## config.mk

```make
export PLATFORM = sky130hd
export DESIGN_NAME = alu_bist_engine
export DESIGN_NICKNAME = d
export VERILOG_FILES = /design/src/rtl/alu_bist_engine.sv
export SDC_FILE = /design/constraint.sdc
export NUM_CORES = 1
export LEC_CHECK = 0
export ABC_AREA = 1
export BUFFER_PORTS_ARGS = -buffer_cell sky130_fd_sc_hd__buf_2
export CAP_MARGIN = 40
export CORE_MARGIN = 5
export CORE_UTILIZATION = 53
export CTS_CLUSTER_DIAMETER = 60
export DETAILED_ROUTE_END_ITERATION = 6
export PLACE_DENSITY = 0.86
export SLEW_MARGIN = 10
export SYNTH_ARGS = -nofsm -noshare
export SYNTH_HDL_FRONTEND = slang
export SYNTH_SLANG_ARGS = --single-unit
```

## constraint.sdc

```tcl
create_clock -name clk -period 2.4 [get_ports clk]
set_input_delay 0.48 -clock clk [delete_from_list [all_inputs] [get_ports clk]]
set_output_delay 0.48 -clock clk [all_outputs]
set_load 0.01 [all_outputs]
```

## src/rtl/alu_bist_engine.sv

```systemverilog
// rtl/alu_bist_engine.sv - LFSR stimulus / MISR response BIST engine for the 2-bit alu wrapper
module alu_bist_engine #(
  parameter int         NPATTERNS     = 31,
  parameter int         SETTLE_CYCLES = 1,
  parameter logic [4:0] SEED          = 5'b00001,
  parameter logic [7:0] GOLDEN_SIG    = 8'h00
) (
  input  logic       clk,
  input  logic       rst,
  input  logic       start,
  output logic [4:0] pi_out,
  input  logic [1:0] po_in,
  output logic       busy,
  output logic       done,
  output logic       pass,
  output logic [7:0] signature,
  output logic [7:0] pat_cnt
);

  localparam logic [1:0] S_IDLE    = 2'd0;
  localparam logic [1:0] S_APPLY   = 2'd1;
  localparam logic [1:0] S_CAPTURE = 2'd2;
  localparam logic [1:0] S_DONE    = 2'd3;

  // An all-zero seed would lock the LFSR, so it is promoted to 1.
  localparam logic [4:0] SEED_EFF    = (SEED == 5'b0) ? 5'b00001 : SEED;
  localparam logic [7:0] LAST_PAT    = 8'(NPATTERNS - 1);
  localparam logic [3:0] SETTLE_LAST = 4'(SETTLE_CYCLES);

  logic [1:0] state;
  logic [4:0] lfsr;
  logic [3:0] settle_cnt;
  logic [4:0] lfsr_next;
  logic [7:0] misr_next;

  assign lfsr_next = {lfsr[3:0], lfsr[4] ^ lfsr[2]};
  assign misr_next = {signature[6:0], 1'b0} ^ (signature[7] ? 8'h1D : 8'h00) ^ {6'b0, po_in};

  always_ff @(posedge clk) begin
    if (rst) begin
      state      <= S_IDLE;
      lfsr       <= SEED_EFF;
      settle_cnt <= 4'd0;
      pi_out     <= 5'b0;
      busy       <= 1'b0;
      done       <= 1'b0;
      pass       <= 1'b0;
      signature  <= 8'h00;
      pat_cnt    <= 8'd0;
    end else begin
      case (state)
        S_IDLE, S_DONE: begin
          if (start) begin
            lfsr       <= SEED_EFF;
            signature  <= 8'h00;
            pat_cnt    <= 8'd0;
            settle_cnt <= 4'd0;
            pi_out     <= SEED_EFF;
            busy       <= 1'b1;
            done       <= 1'b0;
            pass       <= 1'b0;
            state      <= S_APPLY;
          end
        end
        S_APPLY: begin
          if (settle_cnt == SETTLE_LAST) begin
            state <= S_CAPTURE;
          end else begin
            settle_cnt <= settle_cnt + 4'd1;
          end
        end
        S_CAPTURE: begin
          signature  <= misr_next;
          lfsr       <= lfsr_next;
          settle_cnt <= 4'd0;
          if (pat_cnt == LAST_PAT) begin
            state  <= S_DONE;
            busy   <= 1'b0;
            done   <= 1'b1;
            pass   <= (misr_next == GOLDEN_SIG);
            pi_out <= 5'b0;
          end else begin
            // The pattern bus only moves when a fresh pattern enters APPLY.
            pat_cnt <= pat_cnt + 8'd1;
            pi_out  <= lfsr_next;
            state   <= S_APPLY;
          end
        end
        default: state <= S_IDLE;
      endcase
    end
  end

endmodule

```

==> results of run 1 <==
cell families (layout without fill, tap and decap cells):
family | count (synthesis) | after routing | synth area share
adder cells (fa/ha/maj) | 7 | 7 | 0.04895
flip-flops | 35 | 35 | 0.3916
AO/OA/AOI/OAI | 42 | 42 | 0.1217
AND/OR/NAND/NOR | 131 | 131 | 0.3119
buffers and inverters | 46 | 74 | 0.1112
XOR/XNOR | 3 | 3 | 0.01469
stage by stage:
stage          std cells  utilization  hold slack (ps)  power [mW]
3_3_place_gp         330       0.5831            454.1       1.247
2_1_floorplan        264            -            452.0       1.174
3_5_place_dp         330       0.5831            459.8       1.263
4_1_cts              338       0.5994            446.9       1.573
6_report             338       0.5994            450.7       1.569
5_1_grt              338       0.5994            455.6       1.695
worst max-delay path, delay by kind of cell (launching register included):
kind | cells | cell delay (ps)
simple gates | 4 | 420
flops | 1 | 370
buf+inv | 3 | 370
fa+ha+maj | 1 | 330
compound gates | 1 | 170
registers in the layout, summed over array words and instances (netlist names):
name	cells
settle_cnt	4
busy	1
done	1
pi_out	5
signature	8
state	2
pat_cnt	8
lfsr	5
pass	1
final cells by class:
cell class	instances	area share
Clock buffer	6	0.02081
Sequential cell	35	0.3531
Inverter	38	0.07188
Timing Repair Buffer	28	0.07062
Clock inverter	2	0.006305
Multi-Input combinational cell	183	0.4483
Tap cell	46	0.02900
layer usage:
layer	wire length [um]	global-route usage	part of all wire	up-vias
li1	-	-	-	881
met1	1748	0.2205	0.49	744
met2	1625	0.2599	0.45	33
met3	177	0.05419	0.049	6
met4	46	0.05211	0.013	0
met5	0	0	0	-
cells in the final DEF, fill, tap and decap left out:
cell type and instances:
nand3_2 1, nor2_2 1, and2_1 1, clkbuf_1 1, dfxtp_1 35, o21ai_1 1
buf_2 28, inv_1 35, nand4_1 1, nand2_1 78, o21ai_0 7, a21oi_1 31
o21ai_2 1, nor2_1 23, clkbuf_4 5, o22ai_1 1, ha_1 7, o21a_1 1
nor3_1 1, xor2_1 2, nand2_2 1, nand3_1 21, clkinvlp_4 1, inv_2 3
xnor2_1 1, clkinv_2 1, nor2_4 3
worst max path at each step:
stage | end | slack (ps) | depth (start not counted)
after floorplan | pat_cnt[4] | 880 | 9
after global placement | busy | 790 | 10
after detailed placement | pat_cnt[0] | 720 | 9
after CTS | pat_cnt[0] | 700 | 9
after global routing | done | 530 | 9
final | pat_cnt[0] | 700 | 9
power by group:
group	switching [mW]	internal, mW	leakage [nW]	total (mW)
logic	0.386	0.171	0.587	0.557
clock network	0.204	0.113	0.0282	0.317
registers	0.0506	0.645	0.284	0.696
==> results.py, run 1 <==
metrics = {
    "sta": {
        "rsz0062_at_grt": "false",
        "setup_viol": 0,
        "final.min_clock_period_ps": 1698,
        "drv_slew": 0,
        "fmaxAchievable_mhz": 589.0,
        "setup_ws_ps": 702.3,
        "hold_violations": 0,
        "relSlewSlack": 0.7063,
        "period_share": 0.7074,
        "finalSetupTns_ps": 0,
        "skew_ps": 16.53,
        "worstMarginPinSlew_ps": 440.5,
    },
    "finish": {
        "drive_gt1_frac": 0.1541,
        "fillers": 326,
        "areaGrowthSynthToFinish_pct": 10.91,
        "multi_input_area_sq_um": 889.6,
        "nNetsFinal": 303,
        "regArea_sq_um": 700.7,
        "insertedDiodeCount": 0,
        "design_area_sq_um": 1984,
    },
    "logic_synthesis": {
        "synthTopCellsByCount": "nand2_1 (78), dfxtp_1 (35), inv_1 (35)",
        "synth_seq_cells": 35,
        "ys.flop_type": "dfxtp_1",
        "yosysSeqAreaShare": 0.3916,
        "synthArstFlopShare": 0,
        "synth_area_leaders": "dfxtp_1 (39%), nand2_1 (16%), a21oi_1 (8.7%)",
        "synth.top_cell.area_share": 0.3916,
        "ys_warn_count": 0,
        "synth.distinct_cells": 25,
        "synth_nets": 276,
        "synth.avg_cell_area_sq_um": 6.777,
        "netlist_area_sq_um": 1789,
        "synth.most_common_cell": "nand2_1",
        "syn_inst": 264,
        "synth_edf_count": 0,
        "synth.largest_area_cell": "dfxtp_1",
    },
    "pwr": {
        "vdd_drop_max_mv": 0.3614,
        "cellPowerDensity_nw_per_um2": 790.8,
        "power_leakage_nw": 0.8991,
    },
    "global_route": {
        "grt_max_degree": 26,
        "antenna_found_initial": 0,
        "gr-total-overflow": 0,
        "grt_first_pass_wirelength_um": 5913,
        "track_usage": 0.1677,
        "grt_pass1_vias": 1414,
    },
    "placement": {
        "gp_congestion": 0.8270,
        "hpwlAfterDp_um": 2638,
        "numPortBuffers": 28,
        "placed_cell_area_sq_um": 1931,
        "pre_cts_ws_ps": 718.9,
    },
    "clocking": {
        "clock_latency_ps": 350,
        "cts.sinks": 35,
        "ctsResizeCount": 0,
        "cts_setup_buffers": 0,
        "ctsHoldBuffers": 0,
        "cts_buffers": 5,
        "cts-root-buf": "clkbuf_4",
        "cts_max_level": 2,
        "cts_tree": "built",
        "clkTransAtPathRegs_ps": 110,
        "clock_path_buffers": 2,
    },
    "setup_path": {
        "r2r-start": "state[0]",
        "cp-end-kind": "flop",
        "cpMaxStageDelayCell": "dfxtp_1",
        "critPathLaunch": "state[0]",
        "cp_slowest_stage_delay_ps": 370,
        "r2r_end": "pat_cnt[0]",
        "critPathKind": "flop to flop",
        "reg2reg_depth": 9,
        "arrival_ps": 1980,
        "cp.required_ps": 2680,
        "cp_max_fo": 18,
        "start_kind": "flop",
        "reg2reg_slack_ps": 700,
        "path_cells": "inv_1, ha_1, inv_1, nor2_4, nor2_4, inv_2, o21ai_1, nand2_1, nor2_1",
    },
    "floorplanning": {
        "io_pins": 29,
        "die_height_um": 68.10,
        "die_area_sq_um": 4638,
        "dieWidth_um": 68.10,
        "initial_utilization": 0.5404,
        "floorplan.rows": 21,
        "core_area_sq_um": 3311,
    },
    "drt": {
        "dr.pass1.iters": 4,
        "wl_um": 3599,
        "vias": 1664,
        "ant_nets": 0,
        "drc": 0,
        "vias_per_cell": 4.923,
        "drtIter0Drc": 221,
        "wire_per_inst_um": 10.65,
    },
    "hold_path": {
        "min-delay-start": "po_in[1]",
        "worstHoldPathType": "input pin to flop",
        "hold_path_depth": 4,
        "min_to": "signature[1]",
    },
    "run": {
        "cap_viol_max_count": 0,
    },
    "outcome": {
        "status": "finished, final reports clean",
    },
}
Note: power is estimated with default switching activity, not from simulation.
==> run 2: changes to the inputs <==
- ABC_AREA: 1 -> 0
- clock period: 2.4 -> 1.6 ns (I/O delays scaled with it)
==> run 2 against run 1 <==
The run now ends with setup timing left; synthesized cell count fell by 29%; critical path depth down 1; combinational power rose by 71%; hold slack got worse by 69 ps; first-iteration DRC count down 46%; clock skew down 9.7 ps; routed wire length is 40% higher; sequential power increased by 35%; maximum frequency is 2.3% lower; clock-buffer cell count decreased by 1; setup slack worse by 840 ps; via count is 4.9% higher.
==> results.py, run 2 <==
metrics = {
    "sta": {
        "skew_ps": 6.796,
        "rsz0062_at_grt": "true",
        "setup_ws_ps": -137.4,
        "worstMarginPinSlew_ps": 453.5,
        "setup_viol": 18,
        "relSlewSlack": 0.6977,
        "period_share": 1.086,
        "final.min_clock_period_ps": 1737,
        "hold_violations": 0,
        "drv_slew": 0,
        "fmaxAchievable_mhz": 575.6,
        "finalSetupTns_ps": -831.1,
    },
    "logic_synthesis": {
        "ys_warn_count": 0,
        "synth_edf_count": 0,
        "synth_area_leaders": "dfxtp_1 (43%), a22oi_1 (7.8%), nor2_1 (5.7%)",
        "syn_inst": 188,
        "synth.most_common_cell": "dfxtp_1",
        "synth.avg_cell_area_sq_um": 8.699,
        "netlist_area_sq_um": 1635,
        "synth.largest_area_cell": "dfxtp_1",
        "synth_nets": 200,
        "synth.distinct_cells": 39,
        "synth.top_cell.area_share": 0.4285,
        "synth_seq_cells": 35,
        "yosysSeqAreaShare": 0.4285,
        "ys.flop_type": "dfxtp_1",
        "synthArstFlopShare": 0,
        "synthTopCellsByCount": "dfxtp_1 (35), nor2_1 (25), a22oi_1 (17)",
    },
    "drt": {
        "vias": 1745,
        "vias_per_cell": 6.101,
        "dr.pass1.iters": 4,
        "ant_nets": 0,
        "wire_per_inst_um": 17.59,
        "drc": 0,
        "drtIter0Drc": 120,
        "wl_um": 5031,
    },
    "finish": {
        "reg_top3": "pat_cnt (8), signature (8)",
        "layout_commonest_cell": "buf_4",
        "insertedDiodeCount": 0,
        "mostFrequentLayoutCells": "buf_4 (33), dfxtp_1 (31), buf_2 (28)",
        "areaGrowthSynthToFinish_pct": 43.53,
        "utilization": 0.7817,
        "drive_gt1_frac": 0.4427,
        "nNetsFinal": 264,
    },
    "pwr": {
        "power_frac_comb": 0.398,
        "switchingPower_mw": 0.8324,
        "power.share.clock": 0.206,
        "seqPwrFrac": 0.395,
        "swShare": 0.3492,
        "power_leakage_nw": 0.9936,
        "p_int_mw": 1.551,
        "vdd_drop_max_mv": 0.7727,
        "cellPowerDensity_nw_per_um2": 1016,
    },
    "setup_path": {
        "reg2reg_slack_ps": -140,
        "start_kind": "flop",
        "cp_max_fo": 6,
        "arrival_ps": 1970,
        "cp.required_ps": 1830,
        "cp-end-kind": "flop",
        "critPathKind": "flop to flop",
    },
    "clocking": {
        "ctsHoldBuffers": 0,
        "cts_tree": "built",
        "clock_latency_ps": 360,
        "cts-root-buf": "clkbuf_4",
        "cts.sinks": 35,
        "cts_buffers": 5,
        "clkTransAtPathRegs_ps": 110,
        "clock_path_buffers": 2,
        "cts_max_level": 2,
    },
    "global_route": {
        "track_usage": 0.2100,
        "grt_first_pass_wirelength_um": 7079,
        "grt_max_degree": 24,
        "antenna_found_initial": 0,
        "grt_pass1_vias": 1613,
        "gr-total-overflow": 0,
    },
    "run": {
        "cap_viol_max_count": 0,
    },
    "floorplanning": {
        "dieWidth_um": 65.55,
        "core_area_sq_um": 3003,
        "die_height_um": 65.55,
        "die_area_sq_um": 4296,
        "floorplan.rows": 20,
        "io_pins": 29,
        "initial_utilization": 0.5446,
    },
    "outcome": {
        "violations": "setup timing",
        "status": "finished with violations",
    },
    "placement": {
        "numPortBuffers": 28,
        "gp_congestion": 0.8092,
        "hpwlAfterDp_um": 2825,
    },
    "hold_path": {
        "worstHoldPathType": "input pin to flop",
    },
}
## run 2: changes by cell type in the layout (fill, tap and decap cells not counted), sizes merged, moves of 3 or more
cell and delta:
nor3 +3, inv -30, buf +39, a22oi +17
mux2i +4, nand3 -14, a211oi +3, a21oi -18
o21ai -3, nand2b +3, xor2 +3, nand2 -69
## run 2: metal layers
| metal | routed length [um] | vias up | track usage |
|---|---|---|---|
| li1 | - | 810 | - |
| met3 | 303 | 19 | 0.05299 |
| met4 | 146 | 0 | 0.08031 |
| met5 | 0 | - | 0 |
| met1 | 2062 | 836 | 0.2558 |
| met2 | 2519 | 80 | 0.3540 |
## run 2: layout make-up
type,instances,area [sq um]
Timing Repair Buffer,67,459.2
Sequential cell,35,708.2
Clock buffer,5,37.54
Clock inverter,3,18.77
Tap cell,33,41.29
Multi-Input combinational cell,136,1054
Inverter,7,28.78
Fill cell,177,655.6
## run 2: power groups by stage
stage / combinational [mW] / sequential (mW) / clock (mW)
6_report: 0.950 / 0.942 / 0.492
5_1_grt: 1.02 / 0.947 / 0.544
4_1_cts: 0.811 / 0.938 / 0.494
3_5_place_dp: 0.690 / 0.957 / 0
3_3_place_gp: 0.672 / 0.955 / 0
2_1_floorplan: 0.426 / 0.970 / 0
## run 2: logic make-up (layout without fill, tap and decap cells)
family / count (synthesis) / in the layout / share of synthesized area
DFF: 35 / 35 / 0.4285
adders and majority gates: 7 / 7 / 0.05356
xor gates and xnor gates: 7 / 7 / 0.03749
buffers and inverters: 18 / 82 / 0.04208
and+or+nand+nor: 65 / 66 / 0.1966
muxes: 6 / 6 / 0.03826
AOI/OAI and AO/OA: 50 / 50 / 0.2035
## run 2: final timing paths
| check | from | to | cells past startpoint |
|---|---|---|---|
| hold reg to reg | pi_out[0] | pi_out[0] | 2 |
| hold / removal | rst | settle_cnt[1] | 2 |
| setup reg to reg | state[0] | pat_cnt[1] | 8 |
| setup / recovery | state[0] | pat_cnt[1] | 8 |
## run 2: repair_timing
| item | in CTS | in global routing |
|---|---|---|
| pin swaps | 8 | 15 |
| cloned | 0 | 1 |
| gates resized for setup | 15 | 28 |
| endpoints found under the hold margin | 0 | 0 |
| setup buffers | 6 | 4 |
| setup endpoints to repair | 27 | 23 |
## run 2: worst max-delay path, stage by stage (launching register included)
cell,delay (ps)
dfxtp_2,360
inv_2,50
ha_4,220
mux2i_4,200
a31o_4,240
buf_4,130
buf_4,130
a22oi_2,180
nor2_1,100
## run 2: through the flow
| step | hold WS [ps] | setup WS, ps | cell area [sq um] | instances | power (mW) |
|---|---|---|---|---|---|
| global route | 394.7 | -198.1 | 2347 | 286 | 2.511 |
| finish | 382.1 | -137.4 | 2347 | 286 | 2.384 |
| floorplan | 455.0 | -126.4 | 1682 | 188 | 1.396 |
| global placement | 438.3 | -72.31 | 2047 | 269 | 1.628 |
| detailed placement | 448.5 | -118.0 | 2047 | 269 | 1.646 |
| CTS | 364.7 | -72.26 | 2200 | 282 | 2.243 |
==> run 3: changes to the inputs <==
- CORE_UTILIZATION: 53 -> 54
- PLACE_DENSITY: 0.86 -> 0.87
==> run 3 against run 2 <==
The flow still finishes with violations (setup timing); flip-flop and latch count unchanged; final area decreased by 2.0%; critical path depth decreased by 2; clock power grew 13%; routed wire length fell by 5.1%; die area decreased by 1.6%; first-iteration DRC count fell by 23%; critical path type unchanged; largest cell class unchanged; largest power group is now registers; highest routed layer unchanged.
==> results.py, run 3 (synthesis results as in run 2) <==
metrics = {
    "placement": {
        "hpwlAfterDp_um": 2832,
        "placedCellCount": 269,
        "pre_cts_ws_ps": -123.8,
        "numPortBuffers": 28,
        "placed_cell_area_sq_um": 2059,
        "gp_congestion": 0.7934,
    },
    "pwr": {
        "power_frac_comb": 0.384,
        "swShare": 0.3339,
        "seqPwrFrac": 0.388,
        "power.share.clock": 0.228,
        "vdd_drop_max_mv": 0.7819,
        "p_int_mw": 1.618,
        "power_leakage_nw": 0.9781,
        "switchingPower_mw": 0.8109,
        "cellPowerDensity_nw_per_um2": 1056,
        "finalPower_mw": 2.429,
    },
    "global_route": {
        "antenna_found_initial": 0,
        "grt_first_pass_wirelength_um": 7044,
        "grt_pass1_vias": 1568,
        "grt_max_degree": 27,
        "track_usage": 0.2138,
        "gr-total-overflow": 0,
    },
    "finish": {
        "insertedDiodeCount": 0,
        "reg_top3": "pat_cnt (8), signature (8)",
        "layout_commonest_cell": "buf_4",
        "fillers": 182,
        "utilization": 0.7727,
        "nNetsFinal": 260,
        "design_area_sq_um": 2301,
        "areaGrowthSynthToFinish_pct": 40.70,
        "mostFrequentLayoutCells": "buf_4 (33), dfxtp_1 (31), buf_2 (28)",
        "instances_no_fill": 282,
        "drive_gt1_frac": 0.4137,
    },
    "setup_path": {
        "cp.required_ps": 1860,
        "critPathLaunch": "state[0]",
        "arrival_ps": 2020,
        "cpMaxStageDelayCell": "or3_4",
        "path_cells": "inv_2, ha_4, mux2i_4, a31o_4, or3_4, a221oi_2",
        "cp.buffers_inverters": 1,
        "start_kind": "flop",
        "cp-end-kind": "flop",
        "cp_slowest_stage_delay_ps": 380,
        "path_delay_family": "compound AO/OA/AOI/OAI gates",
        "critPathKind": "flop to flop",
        "cp_max_fo": 4,
        "r2r-start": "state[0]",
    },
    "sta": {
        "finalSetupTns_ps": -778.5,
        "final.min_clock_period_ps": 1760,
        "skew_ps": 10.02,
        "setup_viol": 12,
        "period_share": 1.100,
        "fmaxAchievable_mhz": 568.3,
        "rsz0062_at_grt": "true",
        "drv_slew": 0,
        "hold_violations": 0,
        "relSlewSlack": 0.7418,
        "hold_slack_ps": 296.9,
        "setup_ws_ps": -159.7,
        "worstMarginPinSlew_ps": 386.0,
    },
    "floorplanning": {
        "initial_utilization": 0.5492,
        "die_area_sq_um": 4229,
        "core_area_sq_um": 2978,
        "io_pins": 29,
        "floorplan.rows": 20,
        "dieWidth_um": 65.03,
        "die_height_um": 65.03,
    },
    "hold_path": {
        "min-delay-start": "rst",
        "worstHoldPathType": "input pin to flop",
    },
    "drt": {
        "vias_per_cell": 5.968,
        "dr.pass1.iters": 6,
        "ant_nets": 0,
        "wire_per_inst_um": 16.93,
        "drtIter0Drc": 92,
        "wl_um": 4775,
        "vias": 1683,
        "drc": 0,
    },
    "clocking": {
        "ctsHoldBuffers": 0,
        "cts-root-buf": "clkbuf_4",
        "cts_buffers": 5,
        "cts_tree": "built",
        "clock_latency_ps": 350,
        "cts_max_level": 2,
        "clock_path_buffers": 2,
        "clkTransAtPathRegs_ps": 110,
        "cts.sinks": 35,
    },
    "outcome": {
        "status": "finished with violations",
        "violations": "setup timing",
    },
    "run": {
        "cap_viol_max_count": 0,
    },
}
[run 3: cell count changes in the layout (fill, tap and decap cells not counted), moves of 2 or more]
cell / before / now
a21oi_1: 12 / 9
a21oi_2: 1 / 4
a22oi_1: 4 / 16
a22oi_2: 13 / 1
buf_6: 5 / 2
clkbuf_8: 0 / 2
nor2_1: 24 / 22
nor2_2: 0 / 2
o21ai_0: 4 / 2
o21ai_1: 2 / 4
[run 3: layout make-up]
class	instances	area (sq um)	share of cell area
Clock buffer	8	68.82	0.02991
Timing Repair Buffer	64	430.4	0.1871
Sequential cell	35	708.2	0.3078
Inverter	7	28.78	0.01251
Multi-Input combinational cell	135	1023	0.4448
Tap cell	33	41.29	0.01794
[run 3: power by group through the flow]
stage | logic, mW | registers (mW) | clock network, mW
6_report | 0.933 | 0.943 | 0.554
5_1_grt | 0.993 | 0.946 | 0.607
4_1_cts | 0.769 | 0.940 | 0.555
3_5_place_dp | 0.697 | 0.958 | 0
3_3_place_gp | 0.676 | 0.955 | 0
2_1_floorplan | 0.426 | 0.970 | 0
[run 3: timing repair]
action / in CTS / in global routing
pin swaps: 3 / 11
buffers inserted: 3 / 3
endpoints found under the setup margin: 28 / 20
resized for setup: 13 / 21
[run 3: final timing paths]
kind              slack [ps]    endpoint  depth (start not counted)
setup / recovery        -160  pat_cnt[5]                          6
hold / removal           300  pat_cnt[3]                          2
setup reg to reg        -160  pat_cnt[5]                          6
hold reg to reg          480   pi_out[0]                          2
[run 3: metal layers]
layer	track usage	part of all wire	wire, um	vias to the layer above
li1	-	-	-	798
met1	0.2704	0.40	1929	787
met2	0.3525	0.51	2422	87
met3	0.05026	0.068	324	11
met4	0.08031	0.021	99	0
met5	0	0	0	-
